**config.mk**
```make
export PLATFORM = sky130hd
export DESIGN_NAME = weather_sensor_conditioner_flat
export DESIGN_NICKNAME = d
export VERILOG_FILES = /design/src/rtl/weather_sensor_conditioner_if.sv /design/src/rtl/weather_sensor_conditioner.sv /design/src/flat_wrapper.sv
export SDC_FILE = /design/constraint.sdc
export NUM_CORES = 1
export LEC_CHECK = 0
export CORE_MARGIN = 1
export CORE_UTILIZATION = 45
export CTS_CLUSTER_DIAMETER = 60
export DETAILED_ROUTE_END_ITERATION = 8
export DONT_BUFFER_PORTS = 1
export GPL_ROUTABILITY_DRIVEN = 0
export PLACE_DENSITY_LB_ADDON = 0.12
export SYNTH_ARGS = -nofsm -noshare
export SYNTH_HDL_FRONTEND = slang
export SYNTH_SLANG_ARGS = --single-unit
export TNS_END_PERCENT = 50
```
**constraint.sdc**
```tcl
create_clock -name CLK -period 4.3 [get_ports CLK]
set_clock_uncertainty 0.1 [all_clocks]
set_input_delay 0.43 -clock CLK [delete_from_list [all_inputs] [get_ports CLK]]
set_output_delay 0.43 -clock CLK [all_outputs]
set_load 0.05 [all_outputs]
```
**src/rtl/weather_sensor_conditioner_if.sv**
```systemverilog
// weather_sensor_conditioner_if
// Groups the raw sample bus and the conditioned output bus of the weather sensor conditioner.
//   master : drives sample_valid/raw_* and observes the conditioned outputs (producer side)
//   slave  : consumes sample_valid/raw_* and drives the conditioned outputs (conditioner side)
// Signals:
//   sample_valid  - raw inputs valid, one sample accepted per high cycle
//   raw_wind      - wind speed, knots, unsigned
//   raw_temp      - temperature, signed, 0.5 degC units
//   raw_vis_m     - visibility range, metres, unsigned
//   raw_lightning - lightning detected in this sample
//   wind          - conditioned wind, knots
//   temperature   - conditioned temperature, signed degC
//   visibility    - class 0 clear .. 3 very poor
//   thunderstorm  - lightning activity present
//   data_valid    - conditioned outputs trustworthy
//   sensor_fault  - sample stream stale
interface weather_sensor_conditioner_if;
    logic        sample_valid;
    logic [7:0]  raw_wind;
    logic [9:0]  raw_temp;
    logic [13:0] raw_vis_m;
    logic        raw_lightning;
    logic [5:0]  wind;
    logic [7:0]  temperature;
    logic [1:0]  visibility;
    logic        thunderstorm;
    logic        data_valid;
    logic        sensor_fault;

    modport master (
        output sample_valid, raw_wind, raw_temp, raw_vis_m, raw_lightning,
        input  wind, temperature, visibility, thunderstorm, data_valid, sensor_fault
    );

    modport slave (
        input  sample_valid, raw_wind, raw_temp, raw_vis_m, raw_lightning,
        output wind, temperature, visibility, thunderstorm, data_valid, sensor_fault
    );
endinterface

```
**src/rtl/weather_sensor_conditioner.sv**
```systemverilog
// weather_sensor_conditioner
// Conditions raw airfield weather samples: 4-sample wind window, temperature rescale/clamp,
// visibility classification with a two-sample confirmation filter, lightning hold stretch,
// warm-up qualification and stale-stream detection. All outputs registered, 1-cycle latency.
// Ports:
//   CLK - clock, rising edge
//   RST - synchronous active-low reset
//   bus - weather_sensor_conditioner_if.slave (raw sample in, conditioned outputs out)
// Parameters:
//   HOLD_SAMPLES   - strike-free accepted samples before thunderstorm drops (1..255)
//   TIMEOUT_CYCLES - idle cycles before sensor_fault asserts (1..65535)
// Build option:
//   WSC_WIND_GUST_EN - when defined, wind reports the window maximum instead of the average.
module weather_sensor_conditioner #(
    parameter int unsigned HOLD_SAMPLES   = 8,
    parameter int unsigned TIMEOUT_CYCLES = 1000
) (
    input logic                          CLK,
    input logic                          RST,
    weather_sensor_conditioner_if.slave  bus
);

    localparam logic [7:0]  HoldInit   = 8'(HOLD_SAMPLES);
    localparam logic [15:0] TimeoutMax = 16'(TIMEOUT_CYCLES);

    logic [7:0]  win_q [4];
    logic [7:0]  win_d [4];
    logic [2:0]  sample_cnt_q;
    logic [7:0]  hold_q;
    logic [15:0] tmo_q;
    logic [1:0]  cand_q;
    logic        cand_vld_q;

    logic [5:0]  wind_q;
    logic [7:0]  temp_q;
    logic [1:0]  vis_q;
    logic        ts_q;
    logic        dv_q;
    logic        fault_q;

    logic [7:0]        wind_pre;
    logic [5:0]        wind_d;
    logic signed [8:0] temp_half;
    logic [7:0]        temp_d;
    logic [1:0]        vis_cls;

    assign bus.wind         = wind_q;
    assign bus.temperature  = temp_q;
    assign bus.visibility   = vis_q;
    assign bus.thunderstorm = ts_q;
    assign bus.data_valid   = dv_q;
    assign bus.sensor_fault = fault_q;

    // Window as it will look after the current sample is shifted in.
    always_comb begin
        win_d[0] = bus.raw_wind;
        win_d[1] = win_q[0];
        win_d[2] = win_q[1];
        win_d[3] = win_q[2];
    end

`ifdef WSC_WIND_GUST_EN
    always_comb begin
        wind_pre = win_d[0];
        for (int i = 1; i < 4; i++) begin
            if (win_d[i] > wind_pre) wind_pre = win_d[i];
        end
    end
`else
    logic [9:0] wind_sum;
    always_comb begin
        wind_sum = 10'(win_d[0]) + 10'(win_d[1]) + 10'(win_d[2]) + 10'(win_d[3]);
        wind_pre = wind_sum[9:2];
    end
`endif

    always_comb begin
        wind_d = (wind_pre > 8'd63) ? 6'd63 : wind_pre[5:0];

        // Dropping the LSB of a two's complement value is the floor halving.
        temp_half = $signed(bus.raw_temp[9:1]);
        if (temp_half > 9'sd127) begin
            temp_d = 8'h7f;
        end else if (temp_half < -9'sd128) begin
            temp_d = 8'h80;
        end else begin
            temp_d = temp_half[7:0];
        end

        if (bus.raw_vis_m >= 14'd5000) begin
            vis_cls = 2'd0;
        end else if (bus.raw_vis_m >= 14'd1500) begin
            vis_cls = 2'd1;
        end else if (bus.raw_vis_m >= 14'd500) begin
            vis_cls = 2'd2;
        end else begin
            vis_cls = 2'd3;
        end
    end

    always_ff @(posedge CLK) begin
        if (!RST) begin
            for (int i = 0; i < 4; i++) win_q[i] <= '0;
            sample_cnt_q <= '0;
            hold_q       <= '0;
            tmo_q        <= '0;
            cand_q       <= '0;
            cand_vld_q   <= 1'b0;
            wind_q       <= '0;
            temp_q       <= '0;
            vis_q        <= '0;
            ts_q         <= 1'b0;
            dv_q         <= 1'b0;
            fault_q      <= 1'b0;
        end else if (bus.sample_valid) begin
            // A sample always wins over a coincident timeout expiry.
            for (int i = 0; i < 4; i++) win_q[i] <= win_d[i];
            wind_q <= wind_d;
            temp_q <= temp_d;

            if (sample_cnt_q == 3'd0) begin
                vis_q      <= vis_cls;
                cand_vld_q <= 1'b0;
            end else if (vis_cls == vis_q) begin
                cand_vld_q <= 1'b0;
            end else if (cand_vld_q && (cand_q == vis_cls)) begin
                vis_q      <= vis_cls;
                cand_vld_q <= 1'b0;
            end else begin
                cand_q     <= vis_cls;
                cand_vld_q <= 1'b1;
            end

            if (bus.raw_lightning) begin
                hold_q <= HoldInit;
                ts_q   <= 1'b1;
            end else if (hold_q != 8'd0) begin
                hold_q <= hold_q - 8'd1;
                if (hold_q == 8'd1) ts_q <= 1'b0;
            end

            if (sample_cnt_q != 3'd4) sample_cnt_q <= sample_cnt_q + 3'd1;
            dv_q    <= (sample_cnt_q >= 3'd3);
            fault_q <= 1'b0;
            tmo_q   <= '0;
        end else if (tmo_q != TimeoutMax) begin
            tmo_q <= tmo_q + 16'd1;
            if (tmo_q + 16'd1 == TimeoutMax) begin
                fault_q <= 1'b1;
                dv_q    <= 1'b0;
            end
        end
    end

endmodule
```
**src/flat_wrapper.sv**
```systemverilog
// flat-port wrapper written by rule: the top's interface ports become plain ports
module weather_sensor_conditioner_flat 
#(
    parameter int unsigned HOLD_SAMPLES   = 8,
    parameter int unsigned TIMEOUT_CYCLES = 1000
)
  (CLK, RST, bus_sample_valid, bus_raw_wind, bus_raw_temp, bus_raw_vis_m, bus_raw_lightning, bus_wind, bus_temperature, bus_visibility, bus_thunderstorm, bus_data_valid, bus_sensor_fault);
  weather_sensor_conditioner_if bus_i ();
  input logic CLK;
  input logic RST;
  input wire logic [$bits(bus_i.sample_valid)-1:0] bus_sample_valid;
  input wire logic [$bits(bus_i.raw_wind)-1:0] bus_raw_wind;
  input wire logic [$bits(bus_i.raw_temp)-1:0] bus_raw_temp;
  input wire logic [$bits(bus_i.raw_vis_m)-1:0] bus_raw_vis_m;
  input wire logic [$bits(bus_i.raw_lightning)-1:0] bus_raw_lightning;
  output wire logic [$bits(bus_i.wind)-1:0] bus_wind;
  output wire logic [$bits(bus_i.temperature)-1:0] bus_temperature;
  output wire logic [$bits(bus_i.visibility)-1:0] bus_visibility;
  output wire logic [$bits(bus_i.thunderstorm)-1:0] bus_thunderstorm;
  output wire logic [$bits(bus_i.data_valid)-1:0] bus_data_valid;
  output wire logic [$bits(bus_i.sensor_fault)-1:0] bus_sensor_fault;
  assign bus_i.sample_valid = bus_sample_valid;
  assign bus_i.raw_wind = bus_raw_wind;
  assign bus_i.raw_temp = bus_raw_temp;
  assign bus_i.raw_vis_m = bus_raw_vis_m;
  assign bus_i.raw_lightning = bus_raw_lightning;
  assign bus_wind = bus_i.wind;
  assign bus_temperature = bus_i.temperature;
  assign bus_visibility = bus_i.visibility;
  assign bus_thunderstorm = bus_i.thunderstorm;
  assign bus_data_valid = bus_i.data_valid;
  assign bus_sensor_fault = bus_i.sensor_fault;
  weather_sensor_conditioner #(.HOLD_SAMPLES(HOLD_SAMPLES), .TIMEOUT_CYCLES(TIMEOUT_CYCLES)) u_core (.CLK(CLK), .RST(RST), .bus(bus_i));
endmodule
```
# Yosys cells after proc, flatten, opt, wreduce, memory -nomap -nowiden

Memories as Yosys holds them, arrays and structs flattened.
Index checks and enable logic that the tools add are counted.

Bits in registers: 49
RAM bits: 32
Input port bits: 36
Output and inout bits: 19
Logic and storage cells: 84
Memories kept: 1

Memories:

| name         | depth | bits a word | rd ports | clocked after Yosys merged registers in | wr ports | RTL line                         | RTL |
|---|---|---|---|---|---|---|---|
| u_core.win_q | 4     | 8           | 3        | 0                                       | 4        | weather_sensor_conditioner.sv:26 | `logic [7:0] win_q [4];` |

Add/subtract/negate cells: 6
Magnitude comparators: 7
Eq/ne operators: 7
Muxes and demuxes: 28
Bitwise gates (word level): 8
Reductions and logical operators: 16

Operators by type and width:

| operator                                                                   | count |
|---|---|
| 8-bit 2-to-1 mux                                                           | 8 |
| 10-bit by 8-bit adder with 10-bit output                                   | 2 |
| 16-bit by 1-bit adder with 16-bit output (second input constant)           | 1 |
| 16-bit by 10-bit equality test with 1-bit output (second input constant)   | 1 |
| 16-bit by 10-bit inequality test with 1-bit output (second input constant) | 1 |
| 14-bit by 11-bit >= comparator with 1-bit output (second input constant)   | 1 |
| 14-bit by 13-bit >= comparator with 1-bit output (second input constant)   | 1 |
| 14-bit by 9-bit >= comparator with 1-bit output (second input constant)    | 1 |
| 1-bit 2-to-1 mux                                                           | 14 |
| 2-bit 2-to-1 mux                                                           | 5 |
| 2-bit nonzero test                                                         | 5 |
| 8-bit by 8-bit adder with 9-bit output                                     | 1 |
| 9-bit by 8-bit > comparator with 1-bit output (second input constant)      | 1 |
| 9-bit by 8-bit < comparator with 1-bit output (second input constant)      | 1 |
| 8-bit by 1-bit equality test with 1-bit output (second input constant)     | 1 |
| 8-bit by 6-bit > comparator with 1-bit output (second input constant)      | 1 |
| 2-bit AND reduction                                                        | 4 |
| 8-bit nonzero test                                                         | 1 |
| 8-bit by 1-bit subtractor with 8-bit output (second input constant)        | 1 |
| 6-bit 2-to-1 mux                                                           | 1 |
| 3-bit AND reduction                                                        | 2 |
| 2-bit equality test                                                        | 2 |
| 1-bit inverter                                                             | 4 |
| 1-bit OR                                                                   | 4 |
| 8 further kinds                                                            | 8 |

# Logic depth before layout (Yosys ltp)

Depth in word-level cells: 9
Mapped depth: 15

# Worst setup path after synthesis

Ideal clock, no wire load.

Path type: input port to flip-flop
Start point: input bus_raw_wind[0]
End point: register u_core.wind_q[1] (netlist: u_core.bus.wind[1])
Setup time: 61 ps
Data arrival time: 3428 ps
Required time: 4139 ps
Slack: 711 ps
Stages on the path: 13
Path buffers: 0
Cells stage by stage: ha_1 fa_1 inv_1 fa_1 or2_2 fa_1 nor2b_1 o21ai_1 a21boi_1 o21a_1 nor2_1 a41oi_1 o221a_1

Longest elaborated chain between the ends: 5

Ends and longest elaborated chain:

| item                                                       | RTL line                          | RTL |
|---|---|---|
| start, declared                                            | flat_wrapper.sv:12                | `input wire logic [$bits(bus_i.raw_wind)-1:0] bus_raw_wind;` |
| 8-bit by 8-bit adder with 9-bit output (*)                 | weather_sensor_conditioner.sv:72  | `wind_sum = 10'(win_d[0]) + 10'(win_d[1]) + 10'(win_d[2]) + 10'(win_d[3]);` |
| 10-bit by 8-bit adder with 10-bit output (*) (2 in series) | weather_sensor_conditioner.sv:72  |  |
| 8-bit by 6-bit > comparator with 1-bit output              | weather_sensor_conditioner.sv:78  | `wind_d = (wind_pre > 8'd63) ? 6'd63 : wind_pre[5:0];` |
| 6-bit 2-to-1 mux (*)                                       | weather_sensor_conditioner.sv:78  |  |
| end signal, assigned                                       | weather_sensor_conditioner.sv:118 | `wind_q <= wind_d;` |
| end, declared                                              | weather_sensor_conditioner.sv:34  | `logic [5:0] wind_q;` |

Mark *: on every way between the ends. The rest lies on a longest branch, timed or not.
A chain may end at the register's enable or synchronous reset.

==> impl_summary.log <==
[metrics] Final setup viols: 0
[metrics] dominant cell type by area after synthesis: sky130_fd_sc_hd__dfxtp_1
[metrics] postcts setup bufs: 0
[metrics] final clock period utilization by the worst path: 89.3%
[metrics] fillcell total: 808
[metrics] diode count: 0
[metrics] clk_lat worst skew: 350 ps
[metrics] Worst EP arrival: 4030 ps
[metrics] run status: complete, no violations
[metrics] Switching Power: 0.579 mW
[metrics] fraction of power consumed by the clock network: 29.8%
[metrics] routed via count divided by cell count: 5.40
[metrics] clock buffer count from CTS: 9
[metrics] largest buffer count on any clock path: 2
[metrics] max-capacitance violation count: 0
[metrics] count of final max-slew check failures: 0
[metrics] maximum level of the CTS H-tree: 3
[metrics] Synth Net Count: 486
[metrics] slowest library cell on the worst path: sky130_fd_sc_hd__fa_1
[metrics] area of the multi-input gates: 2070 um^2
[metrics] most used standard cells in the synthesized netlist: sky130_fd_sc_hd__nor2_1, sky130_fd_sc_hd__dfxtp_1, sky130_fd_sc_hd__inv_1, sky130_fd_sc_hd__a21oi_1, sky130_fd_sc_hd__edfxtp_1
[metrics] asr flop ratio synth: 0%
[metrics] buffer cell driving the clock tree root: sky130_fd_sc_hd__clkbuf_8
[metrics] category of the worst setup path capture point: flip-flop
[metrics] wire length of the first global-routing pass: 12,200 um
[metrics] vias in the first global route: 2,891
[metrics] wire length per cell: 13.5 um
[metrics] critical path start-end classification: flip-flop to flip-flop
[metrics] leak pwr: 1.74 nW
[metrics] CTS Hold Bufs: 0
[metrics] highest attainable clock frequency: 260 MHz
[metrics] clock-pin transition on the worst setup and hold timing paths: 80 ps
[metrics] antenna viol nets, final: 0
[metrics] Total GRT Usage: 17.3%
[metrics] most frequent cell on the critical path: sky130_fd_sc_hd__fa_1
[metrics] post-cts gate resize count: 0
[metrics] first-pass iteration count of the detailed router: 7
[metrics] headroom to the max-slew limit: 48.3%
[metrics] fraction of the yosys area taken by sequential cells: 42.9%
[metrics] critical-path cell list: ha_1 > fa_1 > inv_1 > fa_1 > or2_2 > fa_1 > nor2b_1 > o21ai_1 > a21boi_1 > o21a_1 > nor2_1 > a41oi_1 > o221a_1
[metrics] sequential standard cell area: 1700 um^2
[metrics] shortest period the worst path allows: 3840 ps
[metrics] Worst Max-Slew Pin Slew: 767 ps
[metrics] share of total power consumed by net switching: 32.8%
[metrics] iteration-0 DRC count of the detailed router: 73
[metrics] register bit total from synthesis: 73
[metrics] net count of the finished layout: 488
[metrics] number of distinct library cell variants in the gate-level netlist after synthesis: 52
[metrics] top area cells in the synthesized netlist: sky130_fd_sc_hd__dfxtp_1, sky130_fd_sc_hd__edfxtp_1, sky130_fd_sc_hd__ha_1
[metrics] residual DRC count: 0
[metrics] number of enable flip-flop cells after synthesis: 24
[metrics] share of Yosys cell area claimed by the top area cell type: 24.7%
[metrics] Internal Power: 1.18 mW
[metrics] height of the die: 95.9 um
[metrics] hpwl dp: 5210 um
[metrics] cell count after synthesis: 418
[metrics] P per Cell Area: 414 nW/um^2
[metrics] count of non-filler cells in the finished layout: 530
[metrics] routed wire length: 7170 um
[metrics] Worst IR Drop VDD: 0.157 mV
[metrics] TNS Setup: 0 ps
[metrics] antenna violations before repair: 0
[metrics] Congestion Overflow GR: 0
[metrics] fraction of final layout cells sized beyond drive strength 1: 5.65%
[metrics] worst hold path class: input port to flip-flop
[metrics] port bufs: 0
[metrics] unrepaired setup endpoints after global routing: false
[metrics] chip width: 95.9 um
[metrics] count of endpoints failing hold in the final timing report: 0
[metrics] flip-flop cell with the highest count after synthesis: sky130_fd_sc_hd__dfxtp_1
[metrics] die area: 9200 um^2
[metrics] crit start category: flip-flop
[metrics] dominant cell by count in the synthesized netlist: sky130_fd_sc_hd__nor2_1
[metrics] Mapped Avg Cell Area: 9.49 um^2
[metrics] required arrival time at the worst endpoint: 4490 ps
[metrics] Yosys Warn Count: 0
[metrics] vias after detailed routing: 2,863
[metrics] CP Max Fanout: 6
[metrics] placement row count: 33
[metrics] number of top-level design ports: 55
[metrics] clock tree from TritonCTS: built
[metrics] number of sinks driven by the clock tree: 73
[metrics] stage delay of the slowest cell on the critical path: 490 ps
[metrics] pin count of the biggest net entering global routing: 44
[metrics] area grow syn2layout: 7.32%
[metrics] Core Area: 8380 um^2
[metrics] # placed instances: 514
[metrics] Mapped Area: 3970 um^2
[metrics] starting density of the core: 47.3%
[metrics] combinational share of power: 21.1%
[metrics] sequential share of power: 49.1%
power groups by stage:
stage,registers [mW],logic [mW],clock network (mW)
floorplan,0.873,0.320,0
global placement,0.880,0.362,0
detailed placement,0.882,0.374,0
CTS,0.866,0.379,0.543
global route,0.873,0.429,0.574
finish,0.865,0.372,0.526
flip-flops by register name, summed over array words and instances, names as in the netlist, 2 cells and up:
signal	flops
u_core.bus.visibility	2
u_core.win_q	24
u_core.cand_q	2
u_core.tmo_q	16
u_core.bus.wind	6
u_core.hold_q	8
u_core.bus.temperature	8
u_core.sample_cnt_q	3
cells by family after synthesis:
logic type	Yosys count	share of synthesized area (%)
flip-flops	73	42.9
AND/OR/NAND/NOR	143	17.8
buffers and inverters	53	5.01
adder cells (fa/ha/maj)	32	11.8
multiplexers	6	1.55
AO/OA/AOI/OAI	74	12.8
XOR/XNOR	37	8.17
cell type report:
class,instances,area share [%]
flip-flops and latches,73,40.0
clock inverters,6,1.03
clock buffers,10,3.50
inverters,44,3.88
well taps,105,3.09
multi-input cells,292,48.5
critical path, delay by kind of cell (launching register included):
family                   cells  cell delay, ps
AND/OR/NAND/NOR              3             500
adder cells (fa/ha/maj)      4            1570
flip-flops                   1             390
buffers and inverters        1              60
AO/OA/AOI/OAI                5            1160
stage by stage:
step	total power, mW	utilization (%)	instance area (um^2)	hold WS, ps	worst slack, ps
finish	1.76	50.8	4260	75.2	460
global route	1.88	50.8	4260	48.3	190
CTS	1.79	50.8	4260	53.0	431
detailed placement	1.26	48.5	4070	372	400
global placement	1.24	48.5	4070	370	470
floorplan	1.19	-	3970	355	711
layer usage:
| metal | routed length, um | part of all wire, % | up-vias | global-route usage [%] |
|---|---|---|---|---|
| li1 | - | - | 1451 | - |
| met1 | 3150 | 44 | 1358 | 18.7 |
| met2 | 3600 | 50 | 42 | 31.0 |
| met3 | 323 | 4.5 | 12 | 6.16 |
| met4 | 104 | 1.4 | 0 | 5.97 |
| met5 | 0 | 0 | - | 0 |
cell usage in the layout (no fill, tap or decap), types with 3 or more instances in the layout:
master / netlist / routed
sky130_fd_sc_hd__nor2_1: 53 / 53
sky130_fd_sc_hd__dfxtp_1: 49 / 49
sky130_fd_sc_hd__inv_1: 41 / 41
sky130_fd_sc_hd__a21oi_1: 24 / 24
sky130_fd_sc_hd__edfxtp_1: 24 / 24
sky130_fd_sc_hd__and3_1: 23 / 23
sky130_fd_sc_hd__ha_1: 23 / 23
sky130_fd_sc_hd__nand2_1: 22 / 22
sky130_fd_sc_hd__xnor2_1: 21 / 21
sky130_fd_sc_hd__xor2_1: 16 / 16
sky130_fd_sc_hd__o21ai_0: 12 / 12
sky130_fd_sc_hd__nand3_1: 12 / 12
sky130_fd_sc_hd__fa_1: 9 / 9
sky130_fd_sc_hd__clkbuf_8: 0 / 9
sky130_fd_sc_hd__o221a_1: 6 / 6
sky130_fd_sc_hd__nand4_1: 5 / 5
sky130_fd_sc_hd__mux2i_1: 5 / 5
sky130_fd_sc_hd__nor2b_1: 4 / 4
sky130_fd_sc_hd__o21ai_1: 4 / 4
sky130_fd_sc_hd__nor4_1: 4 / 4
sky130_fd_sc_hd__o21bai_1: 3 / 3
sky130_fd_sc_hd__inv_2: 3 / 3
sky130_fd_sc_hd__a211oi_1: 3 / 3
sky130_fd_sc_hd__nor3_1: 3 / 3
sky130_fd_sc_hd__or3_1: 3 / 3
sky130_fd_sc_hd__inv_4: 0 / 3
worst paths after layout:
kind | startpoint | to | slack, ps | depth (start not counted)
hold / removal | bus_sample_valid | u_core.bus.temperature[6]$_SDFFE_PN0P_ | 80 | 1
setup reg to reg | u_core.win_q[0][0]$_SDFFCE_PN0P_ | u_core.bus.wind[1]$_SDFFE_PN0P_ | 460 | 13
setup / recovery | u_core.win_q[0][0]$_SDFFCE_PN0P_ | u_core.bus.wind[1]$_SDFFE_PN0P_ | 460 | 13
hold reg to reg | u_core.cand_vld_q$_SDFFE_PN0P_ | u_core.cand_vld_q$_SDFFE_PN0P_ | 390 | 1
(Power assumes the default switching activity.)
